### src/rtl/Minivan_pkg.sv
// Minivan_pkg: shared types and constants for the Minivan register bank.
// Holds the bus FSM state type, default bank geometry and the mapping of
// the legacy sys_cfg fields onto configuration words of cfg_o.
package Minivan_pkg;

  // Default bank geometry
  localparam int RB_AW    = 5;
  localparam int RB_DW    = 8;
  localparam int RB_NCFG  = 8;
  localparam int RB_NSTAT = 4;

  // Bus access FSM
  typedef enum logic [1:0] {
    RB_IDLE = 2'd0,
    RB_RESP = 2'd1,
    RB_HOLD = 2'd2
  } rb_fsm_t;

  // Word index of each former sys_cfg field inside cfg_o
  localparam int SYS_CFG_ENABLE_WORD  = 0;
  localparam int SYS_CFG_MONITOR_WORD = 1;
  localparam int SYS_CFG_PWM0_WORD    = 2;
  localparam int SYS_CFG_PWM1_WORD    = 3;
  localparam int SYS_CFG_PWM2_WORD    = 4;
  localparam int SYS_CFG_PWM3_WORD    = 5;
  localparam int SYS_CFG_SPARE0_WORD  = 6;
  localparam int SYS_CFG_SPARE1_WORD  = 7;

  // Bit offsets of those fields in the flat cfg_o vector (default DW)
  localparam int SYS_CFG_ENABLE_LSB  = SYS_CFG_ENABLE_WORD  * RB_DW;
  localparam int SYS_CFG_MONITOR_LSB = SYS_CFG_MONITOR_WORD * RB_DW;
  localparam int SYS_CFG_PWM0_LSB    = SYS_CFG_PWM0_WORD    * RB_DW;
  localparam int SYS_CFG_PWM1_LSB    = SYS_CFG_PWM1_WORD    * RB_DW;
  localparam int SYS_CFG_PWM2_LSB    = SYS_CFG_PWM2_WORD    * RB_DW;
  localparam int SYS_CFG_PWM3_LSB    = SYS_CFG_PWM3_WORD    * RB_DW;

endpackage

### src/rtl/rb_regbank_sticky.sv
// rb_sticky_w1c: one sticky status word. Bits set from event inputs stay
// set until cleared by a write-1-to-clear; a set in the same cycle wins.
module rb_sticky_w1c
  import Minivan_pkg::*;
#(
  parameter int DW = RB_DW
) (
  input  logic          clk,
  input  logic          resetb,
  input  logic [DW-1:0] set_i,
  input  logic [DW-1:0] clr_i,
  output logic [DW-1:0] q_o
);

  logic [DW-1:0] q_q;
  logic [DW-1:0] q_d;

  // Clear first, then OR in new events so a simultaneous set survives
  always_comb begin
    q_d = (q_q & ~clr_i) | set_i;
  end

  // Status word storage
  always_ff @(posedge clk or negedge resetb) begin
    if (!resetb) q_q <= '0;
    else         q_q <= q_d;
  end

  assign q_o = q_q;

endmodule

### src/rtl/rb_regbank.sv
// rb_regbank: NCFG read/write configuration words plus NSTAT sticky W1C
// status words behind a req/ack bus. Optional feature macro RB_SHADOW_EN:
// config writes land in a shadow copy and reach cfg_o only on commit_i.
module rb_regbank
  import Minivan_pkg::*;
#(
  parameter int AW    = RB_AW,
  parameter int DW    = RB_DW,
  parameter int NCFG  = RB_NCFG,
  parameter int NSTAT = RB_NSTAT,
  parameter logic [NCFG*DW-1:0] CFG_RST = '0
) (
  input  logic                clk,
  input  logic                resetb,
  input  logic                req_i,
  input  logic                we_i,
  input  logic [AW-1:0]       addr_i,
  input  logic [DW-1:0]       wdata_i,
  output logic                ack_o,
  output logic [DW-1:0]       rdata_o,
  output logic                err_o,
  output logic [NCFG*DW-1:0]  cfg_o,
  output logic                update_o,
  input  logic [NSTAT*DW-1:0] stat_i,
  input  logic                commit_i
);

  localparam int NREG = NCFG + NSTAT;

  rb_fsm_t              state_q, state_d;
  logic                 we_q;
  logic [AW-1:0]        addr_q;
  logic [DW-1:0]        wdata_q;

  logic                 inRange;
  logic                 cfgHit;
  logic                 statHit;
  logic                 wrCfg;
  logic                 wrStat;

  logic [NCFG*DW-1:0]   store_q, store_d;
  logic [NSTAT*DW-1:0]  statClr;
  logic [NSTAT*DW-1:0]  statWords;
  logic [DW-1:0]        rdataMux;
  logic                 update_q;

  // Address decode of the latched access
  always_comb begin
    inRange = (int'(addr_q) < NREG);
    cfgHit  = (int'(addr_q) < NCFG);
    statHit = inRange && !cfgHit;
    wrCfg   = (state_q == RB_RESP) && we_q && cfgHit;
    wrStat  = (state_q == RB_RESP) && we_q && statHit;
  end

  // Next-state logic: accept in IDLE, respond once, hold until req drops
  always_comb begin
    state_d = state_q;
    case (state_q)
      RB_IDLE: if (req_i) state_d = RB_RESP;
      RB_RESP: state_d = req_i ? RB_HOLD : RB_IDLE;
      RB_HOLD: if (!req_i) state_d = RB_IDLE;
      default: state_d = RB_IDLE;
    endcase
  end

  // FSM state register
  always_ff @(posedge clk or negedge resetb) begin
    if (!resetb) state_q <= RB_IDLE;
    else         state_q <= state_d;
  end

  // Capture the access in IDLE so an early req drop still completes it
  always_ff @(posedge clk or negedge resetb) begin
    if (!resetb) begin
      we_q    <= 1'b0;
      addr_q  <= '0;
      wdata_q <= '0;
    end else if ((state_q == RB_IDLE) && req_i) begin
      we_q    <= we_i;
      addr_q  <= addr_i;
      wdata_q <= wdata_i;
    end
  end

  // Config write target: the live words, or the shadow when enabled
  always_comb begin
    store_d = store_q;
    if (wrCfg) begin
      for (int k = 0; k < NCFG; k++) begin
        if (addr_q == AW'(k)) store_d[k*DW +: DW] = wdata_q;
      end
    end
  end

  // Config (or shadow) word storage
  always_ff @(posedge clk or negedge resetb) begin
    if (!resetb) store_q <= CFG_RST;
    else         store_q <= store_d;
  end

`ifdef RB_SHADOW_EN
  logic [NCFG*DW-1:0] live_q;

  // Commit copies the whole shadow at once; a same-edge write is not included
  always_ff @(posedge clk or negedge resetb) begin
    if (!resetb) begin
      live_q   <= CFG_RST;
      update_q <= 1'b0;
    end else begin
      if (commit_i) live_q <= store_q;
      update_q <= commit_i;
    end
  end

  assign cfg_o = live_q;
`else
  logic unusedCommit;
  assign unusedCommit = commit_i;

  // Direct mode: the store is live, so flag each config write load
  always_ff @(posedge clk or negedge resetb) begin
    if (!resetb) update_q <= 1'b0;
    else         update_q <= wrCfg;
  end

  assign cfg_o = store_q;
`endif

  // W1C clear mask for the addressed status word during a write response
  always_comb begin
    statClr = '0;
    if (wrStat) begin
      for (int j = 0; j < NSTAT; j++) begin
        if (addr_q == AW'(NCFG + j)) statClr[j*DW +: DW] = wdata_q;
      end
    end
  end

  for (genvar g = 0; g < NSTAT; g++) begin : gStat
    rb_sticky_w1c #(.DW(DW)) uSticky (
      .clk    (clk),
      .resetb (resetb),
      .set_i  (stat_i[g*DW +: DW]),
      .clr_i  (statClr[g*DW +: DW]),
      .q_o    (statWords[g*DW +: DW])
    );
  end

  // Read data: zero outside the response or for an out-of-range address
  always_comb begin
    rdataMux = '0;
    if ((state_q == RB_RESP) && inRange) begin
      for (int k = 0; k < NCFG; k++) begin
        if (addr_q == AW'(k)) rdataMux = store_q[k*DW +: DW];
      end
      for (int j = 0; j < NSTAT; j++) begin
        if (addr_q == AW'(NCFG + j)) rdataMux = statWords[j*DW +: DW];
      end
    end
  end

  assign ack_o    = (state_q == RB_RESP);
  assign err_o    = (state_q == RB_RESP) && !inRange;
  assign rdata_o  = rdataMux;
  assign update_o = update_q;

endmodule
### config.mk
export PLATFORM = sky130hd
export DESIGN_NAME = rb_regbank
export DESIGN_NICKNAME = d
export VERILOG_FILES = /design/src/rtl/Minivan_pkg.sv /design/src/rtl/rb_regbank_sticky.sv /design/src/rtl/rb_regbank.sv
export SDC_FILE = /design/constraint.sdc
export NUM_CORES = 1
export LEC_CHECK = 0
export BUFFER_PORTS_ARGS = -buffer_cell sky130_fd_sc_hd__buf_2
export CELL_PAD_IN_SITES_DETAIL_PLACEMENT = 1
export CELL_PAD_IN_SITES_GLOBAL_PLACEMENT = 1
export CORE_MARGIN = 2
export CORE_UTILIZATION = 40
export DETAILED_ROUTE_END_ITERATION = 16
export HOLD_SLACK_MARGIN = 0.02
export PLACE_DENSITY = 0.73
export RECOVER_POWER = 50
export SETUP_SLACK_MARGIN = 0.3
export SLEW_MARGIN = 20
export SYNTH_ARGS = -nofsm -noshare
export SYNTH_HDL_FRONTEND = slang
export SYNTH_SLANG_ARGS = --single-unit
### constraint.sdc
create_clock -name clk -period 3.1 [get_ports clk]
set_input_delay 0.62 -clock clk [delete_from_list [all_inputs] [get_ports clk]]
set_output_delay 0.62 -clock clk [all_outputs]
set_load 0.01 [all_outputs]
==> impl_metrics.yaml <==
global_routing:
  grt-ovfl-total: 0
  grt_pass1_vias: 4740
  grt_max_degree: 59
  antenna_found_initial: 0
  grt_pass1_wl_mm: 27.4
  track_usage_pct: 25.1
route:
  wl_met3_mm: 1.15
  drtIter0Drc: 285
  top_layer: "met4"
  wl_met2_mm: 9.30
  vias_per_cell: 5.62
  firstDrtPassIters: 4
  post_drt_wl_per_cell_um: 23.3
  vias: 4470
  postRouteAntennaNets: 0
  drcViolationCount: 0
  drt-total-wl_mm: 18.5
  wl_met1_mm: 7.55
layout:
  regArea_um2: 2840
  instances_no_fill: 796
  multi_input_area_um2: 2720
  nNetsFinal: 654
  diodes: 0
  layout_commonest_cell: "dfrtp_1"
  syn2layout_area_growth_pct: 32.6
  layout_common_cells: "dfrtp_1, buf_2, mux2_2"
  drive_above_1_share_pct: 48.4
  fillers: 1512
worst_hold_path:
  hold_class: "primary input to register"
setup_path:
  critical_path_required_ns: 2.48
  cpPeakStageDelay_ns: 0.51
  critPathKind: "register to primary output"
  crit_path_end_kind: "primary output"
  crit_chain: "buf_6 > buf_6 > mux2i_1 > a22oi_2 > o211ai_1 > a211oi_2 > buf_2"
  crit_arrival_ns: 2.20
  cp-start-kind: "register"
  cp_num_buf_inv: 3
  slowest_stage: "dfrtp_4"
  cpLargestDelayFamily: "compound AO/OA/AOI/OAI gates"
  crit_path_frequent_cell: "buf_6"
  cp_max_fo: 5
timing:
  worst_pin_slew_ns: 1.51
  hold_viol_final: 0
  setup_viol: 0
  finalWorstSetupSlack_ns: 0.281
  layout_min_cycle_time_ns: 2.82
  finalHoldWorstSlack_ns: 0.378
  fin_crit_sh_pct: 90.9
  fin_setup_tns_ns: 0
  max_freq_mhz: 355
  finClkSkew_ns: 0.00680
  max-slew-margin-rel_pct: -0.385
  final_max_slew_viol_count: 58
  rsz0062_at_grt: "true"
synth:
  synth.avg_cell_area_um2: 12.4
  yosysSeqAreaShare_pct: 50.4
  syn_area_um2: 5610
  syn_nets: 501
  ys_ff_latch: 113
  synthCells: 451
  synth_edf_count: 0
  yosysWarnings: 0
  synthArstFlopShare_pct: 100
  synth_ff_type: "dfrtp_1"
  synth_cell_type_count: 61
die:
  start_util_pct: 40.7
  num_rows: 43
  core_um2: 13800
  die_y_um: 122
  die-area_um2: 15000
  fp.dieW_um: 122
  ioPinCount: 125
clock_network:
  cts.reportedPaths.clkPinSlew_ns: 0.05
  clk_latency_ns: 0.42
  root_buffer: "clkbuf_16"
  clockBufferDepth: 2
  clock_sinks: 113
  htreeDepth: 4
  cts_tree: "yes"
  holdBufCountCts: 0
  cts_buffers: 17
placed_design:
  pre_cts_slack_ns: 0.265
  io_buffers: 123
  dp_hpwl_mm: 12.1
  dp.cells: 741
  place.gp.congestion: 0.847
pwr:
  combinationalPowerShare_pct: 28.3
  p_sw_w: 0.00191
  power.density_nw_per_um2: 798
  seq_power_share_pct: 35.3
  power.total_w: 0.00593
  power.share.clock_pct: 36.4
  p_sw_share_pct: 32.2
  ir_drop_uv: 464
  p_leak_nw: 3.28
  p_int_w: 0.00402
job:
  cap_violations: 1
status:
  violations: "capacitance limit, slew limit"
  status: "complete, but fails checks"
-- logic make-up after synthesis --
logic type	count (synthesis)	share of synthesized area, %
and+or+nand+nor	114	14.2
AOI/OAI and AO/OA	88	11.2
muxes	96	20.2
DFF	113	50.4
buffers and inverters	40	3.99
-- final timing paths --
path	start	to	slack, ns	cells after the start
worst min register to register	gStat[0].uSticky.q_o[0]$_DFF_PN0_	gStat[0].uSticky.q_o[0]$_DFF_PN0_	0.48	1
worst max register to register	addr_q[4]$_DFFE_PN0P_	cfg_o[35]$_DFFE_PN0P_	0.48	5
max in group asynchronous	resetb	addr_q[3]$_DFFE_PN0P_	0.67	2
min in group asynchronous	resetb	we_q$_DFFE_PN0P_	0.56	1
worst min-delay path	stat_i[13]	gStat[1].uSticky.q_o[5]$_DFF_PN0_	0.38	2
worst max-delay path	addr_q[1]$_DFFE_PN0P_	rdata_o[2]	0.28	7
-- cell usage after synthesis, types with 2 or more instances --
cell type    n  share of area, %
nor3b_2      2              0.45
inv_1        8              0.54
o2111ai_1    2              0.31
clkbuf_1    12              0.80
mux4_2       6               2.4
buf_2        8              0.71
nand3_1      4              0.36
a211oi_1     2              0.27
a32oi_1      3              0.47
nor2_1      13              0.87
a31oi_1      2              0.22
or3_1        3              0.33
o211ai_1     2              0.27
a22oi_1      4              0.54
mux2_2      78                16
buf_4        5              0.67
o21ai_0     13               1.2
nand4bb_1    2              0.40
o221a_1      3              0.60
nor2b_1      2              0.22
nor4b_4      2              0.85
nand4_1      4              0.45
nor4_1       3              0.33
buf_6        6               1.2
nand2_1     41               2.7
nand3b_1     3              0.40
nand2b_1     6              0.67
or2_2        2              0.22
o32ai_1      2              0.31
o31ai_1      2              0.27
or4_1        3              0.40
nor4_4       6               2.3
a21o_1      32               4.3
o21a_1       2              0.27
mux2i_1     12               2.1
dfrtp_1    113                50
nor3_1       2              0.18
o22ai_1      3              0.33
a21oi_1      8              0.71
nand3_2      4              0.71
-- power by group through the flow --
stage / Combinational (W) / Sequential (W) / Clock (W)
final: 0.00168 / 0.00209 / 0.00216
after global routing: 0.00178 / 0.00214 / 0.00226
after CTS: 0.00153 / 0.00208 / 0.00219
after detailed placement: 0.00137 / 0.00213 / 0
after global placement: 0.00133 / 0.00211 / 0
after floorplan: 0.000868 / 0.00205 / 0
-- state kept, by name (all words and copies together) (netlist names) --
signal             flops
cfg_o                 64
gStat.uSticky.q_o     32
wdata_q                8
addr_q                 5
state_q                2
update_o               1
we_q                   1
-- timing repair --
item,4_1_cts,5_1_grt
setup endpoints to repair,8,8
setup buffers,10,13
gates cloned,0,1
pin swaps,7,13
gates resized for setup,23,32
-- final cells by class --
cell class,instances,area share (%)
flip-flops and latches,113,38.1
multi-input cells,298,36.6
repair buffers,166,13.1
clock buffers,21,6.33
well taps,180,3.03
clock inverters,10,2.44
inverters,8,0.404
-- per-stage QoR --
stage | area (um2) | utilization, %
5_1_grt | 7440 | 54.0
3_5_place_dp | 6420 | 46.6
4_1_cts | 7230 | 52.5
2_1_floorplan | 5610 | -
6_report | 7440 | 54.0
3_3_place_gp | 6420 | 46.6
-- routing by layer --
metal	GRT usage (%)	vias up
met5	0	-
met4	11.3	0
met3	5.62	35
met2	39.8	153
met1	32.9	2300
li1	-	1982
Power figures use the tool's default switching activity.
